--- src/rtl/fpu_issue_queue.sv ---
// -----------------------------------------------------------------------------
// fpu_issue_queue
//
// Command buffer and sequencer placed directly in front of the FPU datapath.
// Commands arrive over a valid/ready handshake and are held in a DEPTH-entry
// FIFO. One command at a time is popped into the FPU operand registers and
// started. The FPU's registered result is captured one cycle after issue.
// The result is then returned with the command's tag over a valid/ready port.
// Results come back in command order, and only one command is in flight.
//
// Ports
//   clk, reset        clock; asynchronous active-low reset
//   cmd_*             command input handshake (operands, op select,
//                     rounding mode, user tag)
//   fpu_*  (out)      operand/select/rounding registers and start pulse to FPU
//   fpu_*  (in)       FPU registered result Y plus error/overflow flags
//   res_*             result output handshake (Y, flags, tag)
//   count             FIFO occupancy (commands waiting, excluding in-flight)
//   busy              sequencer not idle or FIFO not empty
// -----------------------------------------------------------------------------
module fpu_issue_queue #(
  parameter int DEPTH = 4,
  parameter int TAG_W = 4
) (
  input  logic                   clk,
  input  logic                   reset,
  // command port
  input  logic                   cmd_valid,
  output logic                   cmd_ready,
  input  logic [31:0]            cmd_a,
  input  logic [31:0]            cmd_b,
  input  logic [1:0]             cmd_sel,
  input  logic [1:0]             cmd_rmode,
  input  logic [TAG_W-1:0]       cmd_tag,
  // FPU drive
  output logic [31:0]            fpu_a,
  output logic [31:0]            fpu_b,
  output logic [1:0]             fpu_sel,
  output logic [1:0]             fpu_rmode,
  output logic                   fpu_start,
  // FPU result
  input  logic [31:0]            fpu_y,
  input  logic                   fpu_error,
  input  logic                   fpu_overflow,
  // result port
  output logic                   res_valid,
  input  logic                   res_ready,
  output logic [31:0]            res_y,
  output logic                   res_error,
  output logic                   res_overflow,
  output logic [TAG_W-1:0]       res_tag,
  // status
  output logic [$clog2(DEPTH):0] count,
  output logic                   busy
);

  localparam int PTR_W = $clog2(DEPTH);
  localparam int CNT_W = PTR_W + 1;

  typedef struct packed {
    logic [31:0]      a;
    logic [31:0]      b;
    logic [1:0]       sel;
    logic [1:0]       rmode;
    logic [TAG_W-1:0] tag;
  } cmd_t;

  typedef enum logic [1:0] {
    IDLE  = 2'd0,
    ISSUE = 2'd1,
    WAIT  = 2'd2,
    RESP  = 2'd3
  } state_t;

  cmd_t             mem [DEPTH];
  cmd_t             cmd_in;
  cmd_t             head;
  logic [PTR_W-1:0] wr_ptr;
  logic [PTR_W-1:0] rd_ptr;
  logic [TAG_W-1:0] pend_tag;
  state_t           state;
  logic             push;
  logic             pop;
  logic             fifo_nonempty;

  assign cmd_in = '{a: cmd_a, b: cmd_b, sel: cmd_sel, rmode: cmd_rmode, tag: cmd_tag};
  assign head   = mem[rd_ptr];

  // Ready depends only on the registered count. A pop in the same cycle
  // does not free a slot early, so res_ready has no path to cmd_ready.
  assign cmd_ready     = (count < CNT_W'(DEPTH));
  assign push          = cmd_valid && cmd_ready;
  assign fifo_nonempty = (count != '0);
  assign busy          = (state != IDLE) || fifo_nonempty;

  // The head is popped when the sequencer is free. That happens either from
  // IDLE or on the edge where the current result is accepted. A command
  // pushed this cycle is not yet counted, so it cannot be popped until the
  // next edge.
  always_comb begin
    // NOTE: every signal written in always_comb gets a default first so that
    // no path leaves it unassigned (which would infer a latch).
    pop = 1'b0;
    case (state)
      IDLE:    pop = fifo_nonempty;
      RESP:    pop = res_valid && res_ready && fifo_nonempty;
      default: pop = 1'b0;
    endcase
  end

  // NOTE: the command storage is deliberately not reset. Validity is tracked
  // by the pointers and count, so clearing the array would only add reset
  // fan-out with no functional effect.
  always_ff @(posedge clk) begin
    if (push) mem[wr_ptr] <= cmd_in;
  end

  // NOTE: sequential state uses non-blocking assignments only, so every
  // register samples pre-edge values regardless of statement order.
  always_ff @(posedge clk or negedge reset) begin
    if (!reset) begin
      wr_ptr <= '0;
      rd_ptr <= '0;
      count  <= '0;
    end else begin
      // DEPTH is a power of two, so natural pointer overflow wraps modulo DEPTH.
      if (push) wr_ptr <= wr_ptr + 1'b1;
      if (pop)  rd_ptr <= rd_ptr + 1'b1;
      case ({push, pop})
        2'b10:   count <= count + 1'b1;
        2'b01:   count <= count - 1'b1;
        default: count <= count;
      endcase
    end
  end

  // Sequencer: IDLE -> ISSUE (start pulse) -> WAIT (FPU computing) -> RESP.
  // The FPU registers its result at the end of ISSUE, so the capture happens
  // on the edge that leaves WAIT.
  always_ff @(posedge clk or negedge reset) begin
    if (!reset) begin
      state        <= IDLE;
      fpu_a        <= '0;
      fpu_b        <= '0;
      fpu_sel      <= '0;
      fpu_rmode    <= '0;
      fpu_start    <= 1'b0;
      pend_tag     <= '0;
      res_valid    <= 1'b0;
      res_y        <= '0;
      res_error    <= 1'b0;
      res_overflow <= 1'b0;
      res_tag      <= '0;
    end else begin
      case (state)
        IDLE: begin
          if (pop) begin
            fpu_a     <= head.a;
            fpu_b     <= head.b;
            fpu_sel   <= head.sel;
            fpu_rmode <= head.rmode;
            pend_tag  <= head.tag;
            fpu_start <= 1'b1;
            state     <= ISSUE;
          end
        end
        ISSUE: begin
          fpu_start <= 1'b0;
          state     <= WAIT;
        end
        WAIT: begin
          res_y        <= fpu_y;
          res_error    <= fpu_error;
          res_overflow <= fpu_overflow;
          res_tag      <= pend_tag;
          res_valid    <= 1'b1;
          state        <= RESP;
        end
        RESP: begin
          // The result holds while the consumer stalls.
          if (res_ready) begin
            res_valid <= 1'b0;
            if (pop) begin
              fpu_a     <= head.a;
              fpu_b     <= head.b;
              fpu_sel   <= head.sel;
              fpu_rmode <= head.rmode;
              pend_tag  <= head.tag;
              fpu_start <= 1'b1;
              state     <= ISSUE;
            end else begin
              state <= IDLE;
            end
          end
        end
        default: begin
          fpu_start <= 1'b0;
          state     <= IDLE;
        end
      endcase
    end
  end

endmodule

--- config.mk ---
export PLATFORM = sky130hd
export DESIGN_NAME = fpu_issue_queue
export DESIGN_NICKNAME = d
export VERILOG_FILES = /design/src/rtl/fpu_issue_queue.sv
export SDC_FILE = /design/constraint.sdc
export NUM_CORES = 1
export LEC_CHECK = 0
export CAP_MARGIN = 20
export CORE_AREA = 2 2 190 210
export CTS_BUF_LIST = sky130_fd_sc_hd__clkbuf_4 sky130_fd_sc_hd__clkbuf_8
export CTS_CLUSTER_SIZE = 8
export DETAILED_ROUTE_END_ITERATION = 8
export DIE_AREA = 0 0 192 212
export HOLD_SLACK_MARGIN = 0.08
export PLACE_DENSITY = 0.66
export SYNTH_ARGS = -nofsm -noshare
export SYNTH_HDL_FRONTEND = slang
export SYNTH_SLANG_ARGS = --single-unit
export TNS_END_PERCENT = 100
--- constraint.sdc ---
create_clock -name clk -period 3 [get_ports clk]
set_clock_uncertainty 0.1 [all_clocks]
set_input_delay 0.45 -clock clk [delete_from_list [all_inputs] [get_ports clk]]
set_output_delay 0.45 -clock clk [all_outputs]
set_load 0.01 [all_outputs]
==> impl_metrics.csv <==
group,metric,value,unit
global_routing,antenna_found_initial,1,
synth,synth-simple-area-share,0.007791,
synth,synthTopCellsByArea,"edfxtp_1, dfrtp_1, mux4_2, mux2_2, mux2_4",
cts,clock-sinks,409,
placement,gp_congestion,0.7176,
timing,finalHoldViolations,0,
global_routing,grt_use_total,0.1549,
floorplanning,start_util,0.3933,
power_and_ir_drop,power,20.07,mW
timing,slew-limit-headroom,0.6278,
floorplanning,core,38800,um2
power_and_ir_drop,power.density,1018,nW/um2
routing,drc_errors,0,
synth,syn_area,15260,um2
cts,htreeDepth,3,
setup_path,worstReg2RegEnd,"count[2]$_DFFE_PN0P_",
setup_path,slowest_stage,"clkdlybuf4s50_1",
routing,viasPerCell,4.905,
worst_hold_path,hold_path_class,"input pin to asynchronous set/reset pin",
synth,synth_top_area_share,0.5668,
job,maxCapViolations,0,
global_routing,grt_pass1_vias,8177,
cells_and_area,post-route-cell-area,19710,um2
cells_and_area,n_antenna_cell,0,
cells_and_area,nNetsFinal,1091,
synth,ys_seq_area_frac,0.7653,
power_and_ir_drop,switchingPower,5.714,mW
routing,wire_per_inst,20.29,um
setup_path,startpoint_type,"register",
timing,timing.fmax,0.3512,GHz
floorplanning,row_count,76,
cts,post_cts_buffers,0,
cts,clk_latency,0.60,ns
cts,cts_tree,"done",
floorplanning,die_area,40700,um2
timing,worst_slew_pin_slew,0.5583,ns
power_and_ir_drop,p_comb_frac,0.341,
setup_path,max_stage_delay,0.49,ns
cells_and_area,fillers,3206,
cts,clk_pin_slew,0.05,ns
placement,dpl_cell_area,18310,um2
timing,period_minus_slack,2.848,ns
synth,synth_mux_area_frac,0.1931,
routing,routed_wl,31010,um
global_routing,grt_pass1_wl,46900,um
setup_path,rr_worst_depth,9,
power_and_ir_drop,power_switching_share,0.2847,
power_and_ir_drop,max-vdd-ir-drop,0.0006288,V
setup_path,startpoint,"state[0]$_DFFE_PN0P_",
floorplanning,io_pins,223,
synth,yosysWarnings,0,
synth,synth_top_area_cell,"edfxtp_1",
global_routing,grt_overflow,0,
run_status,status,"complete, no violations",
placement,dp.final_hpwl,18590,um
cells_and_area,syn_to_final_growth,29.19,%
synth,synth.distinct_cells,33,
cts,cts_inserted_buffers,68,
routing,via_count,7495,
setup_path,r2r-start,"state[0]$_DFFE_PN0P_",
synth,synth_compound_gate_area_share,0.005659,
placement,io_buffers,222,
floorplanning,die_x,192,um
routing,drtIter0Drc,396,
global_routing,grt_max_degree,49,
synth,yosys.area_share.adder,0.01033,
routing,first_pass_iters,4,
cells_and_area,final_util,0.5081,
timing,setup_viol,0,
setup_path,cpMostUsedCell,"inv_1",
power_and_ir_drop,p_leak,6.992,nW
synth,synth_area_per_cell,22.37,um2
setup_path,cp.arrival,2.30,ns
setup_path,crit_path_cell_trace,"inv_1 -> ha_2 -> nor4b_4 -> inv_1 -> clkdlybuf4s50_1",
synth,syn-num-nets,804,
timing,grt_setup_unrepaired,"false",
synth,yosys_register_bits,409,
setup_path,path_buf_inv,3,
timing,min_period_over_period,0.9493,
power_and_ir_drop,clock_power_share,0.244,
setup_path,cp-end-kind,"output port",
synth,synth_xor_area_frac,0.003444,
floorplanning,die_y,212,um
setup_path,r2r_slack,0.47,ns
synth,netlist_instances,682,
synth,synth_top_family_by_area,"multiplexers",
power_and_ir_drop,intPower,14.36,mW
setup_path,cp_top_family,"buffers and inverters",
cts,cts-root-buf,"clkbuf_8",
routing,antenna_left,0,
timing,drv_slew,0,
cts,clock_path_buffers,3,
setup_path,crit_path_max_fanout,6,
power_and_ir_drop,seq_power_share,0.415,
setup_path,critical_path_class,"register to output port",
timing,fin_tns_setup,0,ns
cells_and_area,drive_above_1_share,0.3213,
setup_path,cp.required,2.45,ns
## cell usage after synthesis
master,count
a2111oi_0,1
and2_1,4
o21ai_0,3
xnor2_1,3
o32a_1,1
buf_1,1
nor2_1,2
xor2_1,3
inv_1,13
nor3_2,1
dfrtp_1,121
a211o_1,1
nand2b_1,1
mux2_4,20
a31oi_1,1
nor4_1,1
ha_1,11
nor4_4,1
buf_6,7
mux2_1,10
o311a_1,1
edfxtp_1,288
nand2_1,2
nor4b_1,2
a21oi_1,4
buf_2,7
nor2b_1,2
fa_1,1
nor3_1,1
o31ai_1,1
mux2_2,81
clkbuf_1,14
mux4_2,72
## layout by cell type (no fill, tap or decap), types with 3 or more instances in the layout
cell type	Yosys	routed
a21oi_1	4	4
and2_4	0	4
buf_12	0	14
buf_4	0	9
clkbuf_4	0	36
clkbuf_8	0	75
clkdlybuf4s50_1	0	221
clkinv_2	0	4
dfrtp_1	121	119
edfxtp_1	288	288
ha_1	11	9
inv_1	13	13
mux2_1	10	10
mux2_2	81	81
mux2_4	20	20
mux4_2	72	72
o21ai_0	3	3
xnor2_1	3	3
xor2_1	3	3
## logic make-up (layout without fill, tap and decap cells)
logic type | after synthesis | count (layout)
flip-flops | 409 | 409
multiplexers | 183 | 183
buffers and inverters | 42 | 381
AND/OR/NAND/NOR | 17 | 17
AO/OA/AOI/OAI | 13 | 13
adder cells (fa/ha/maj) | 12 | 12
XOR/XNOR | 6 | 6
## flip-flops by register name (all words and copies together), names as in the netlist, 2 cells and up
register / flops
mem: 288
res_tag: 4
pend_tag: 4
rd_ptr: 2
state: 2
res_y: 32
fpu_b: 32
fpu_rmode: 2
wr_ptr: 2
fpu_a: 32
count: 3
fpu_sel: 2
## layout make-up
class | instances | area, um2 | area share
inverters | 13 | 48.80 | 0.002476
repair buffers | 246 | 2581 | 0.1310
clock buffers | 111 | 1303 | 0.06608
multi-input cells | 231 | 3392 | 0.1721
clock inverters | 11 | 68.82 | 0.003491
well taps | 507 | 634.4 | 0.03218
flip-flops and latches | 409 | 11680 | 0.5927
## routing by layer
metal,routed length (um),vias to the layer above,track usage
met5,12,-,0
met3,2081,56,0.04143
met4,657,2,0.06054
met1,12920,3883,0.1975
li1,-,3310,-
met2,15340,244,0.2537
## metrics by stage
stage / worst slack (ns) / hold WS (ns) / cells
2_1_floorplan: 0.5798 / 0.05441 / 682
3_3_place_gp: 0.3656 / 0.3357 / 1405
3_5_place_dp: 0.3219 / 0.3365 / 1405
4_1_cts: 0.009806 / 0.2372 / 1528
5_1_grt: 0.03821 / 0.2943 / 1528
6_report: 0.1522 / 0.2523 / 1528
## power groups by stage
stage          clock network [mW]  registers, mW  logic [mW]
6_report                     4.89           8.33        6.85
5_1_grt                      5.30           8.52        7.40
4_1_cts                      5.08           8.37        7.01
3_5_place_dp                    0           8.47        6.99
3_3_place_gp                    0           8.42        6.90
2_1_floorplan                   0           8.51        3.87
## worst max-delay path by stage
stage                            to  slack, ns  cells after the start
2_1_floorplan  count[2]$_DFFE_PN0P_       0.58                     10
3_3_place_gp   count[2]$_DFFE_PN0P_       0.37                      9
3_5_place_dp   count[2]$_DFFE_PN0P_       0.32                      9
4_1_cts                        busy       0.01                      5
5_1_grt                        busy       0.04                      5
6_report                       busy       0.15                      5
## repair_timing
item                                    4_1_cts  5_1_grt
endpoints found under the setup margin        1        1
hold buffers                                  1        0
endpoints found under the hold margin        45        0
resized for setup                             1        2
Note: power is estimated with default switching activity, not from simulation.
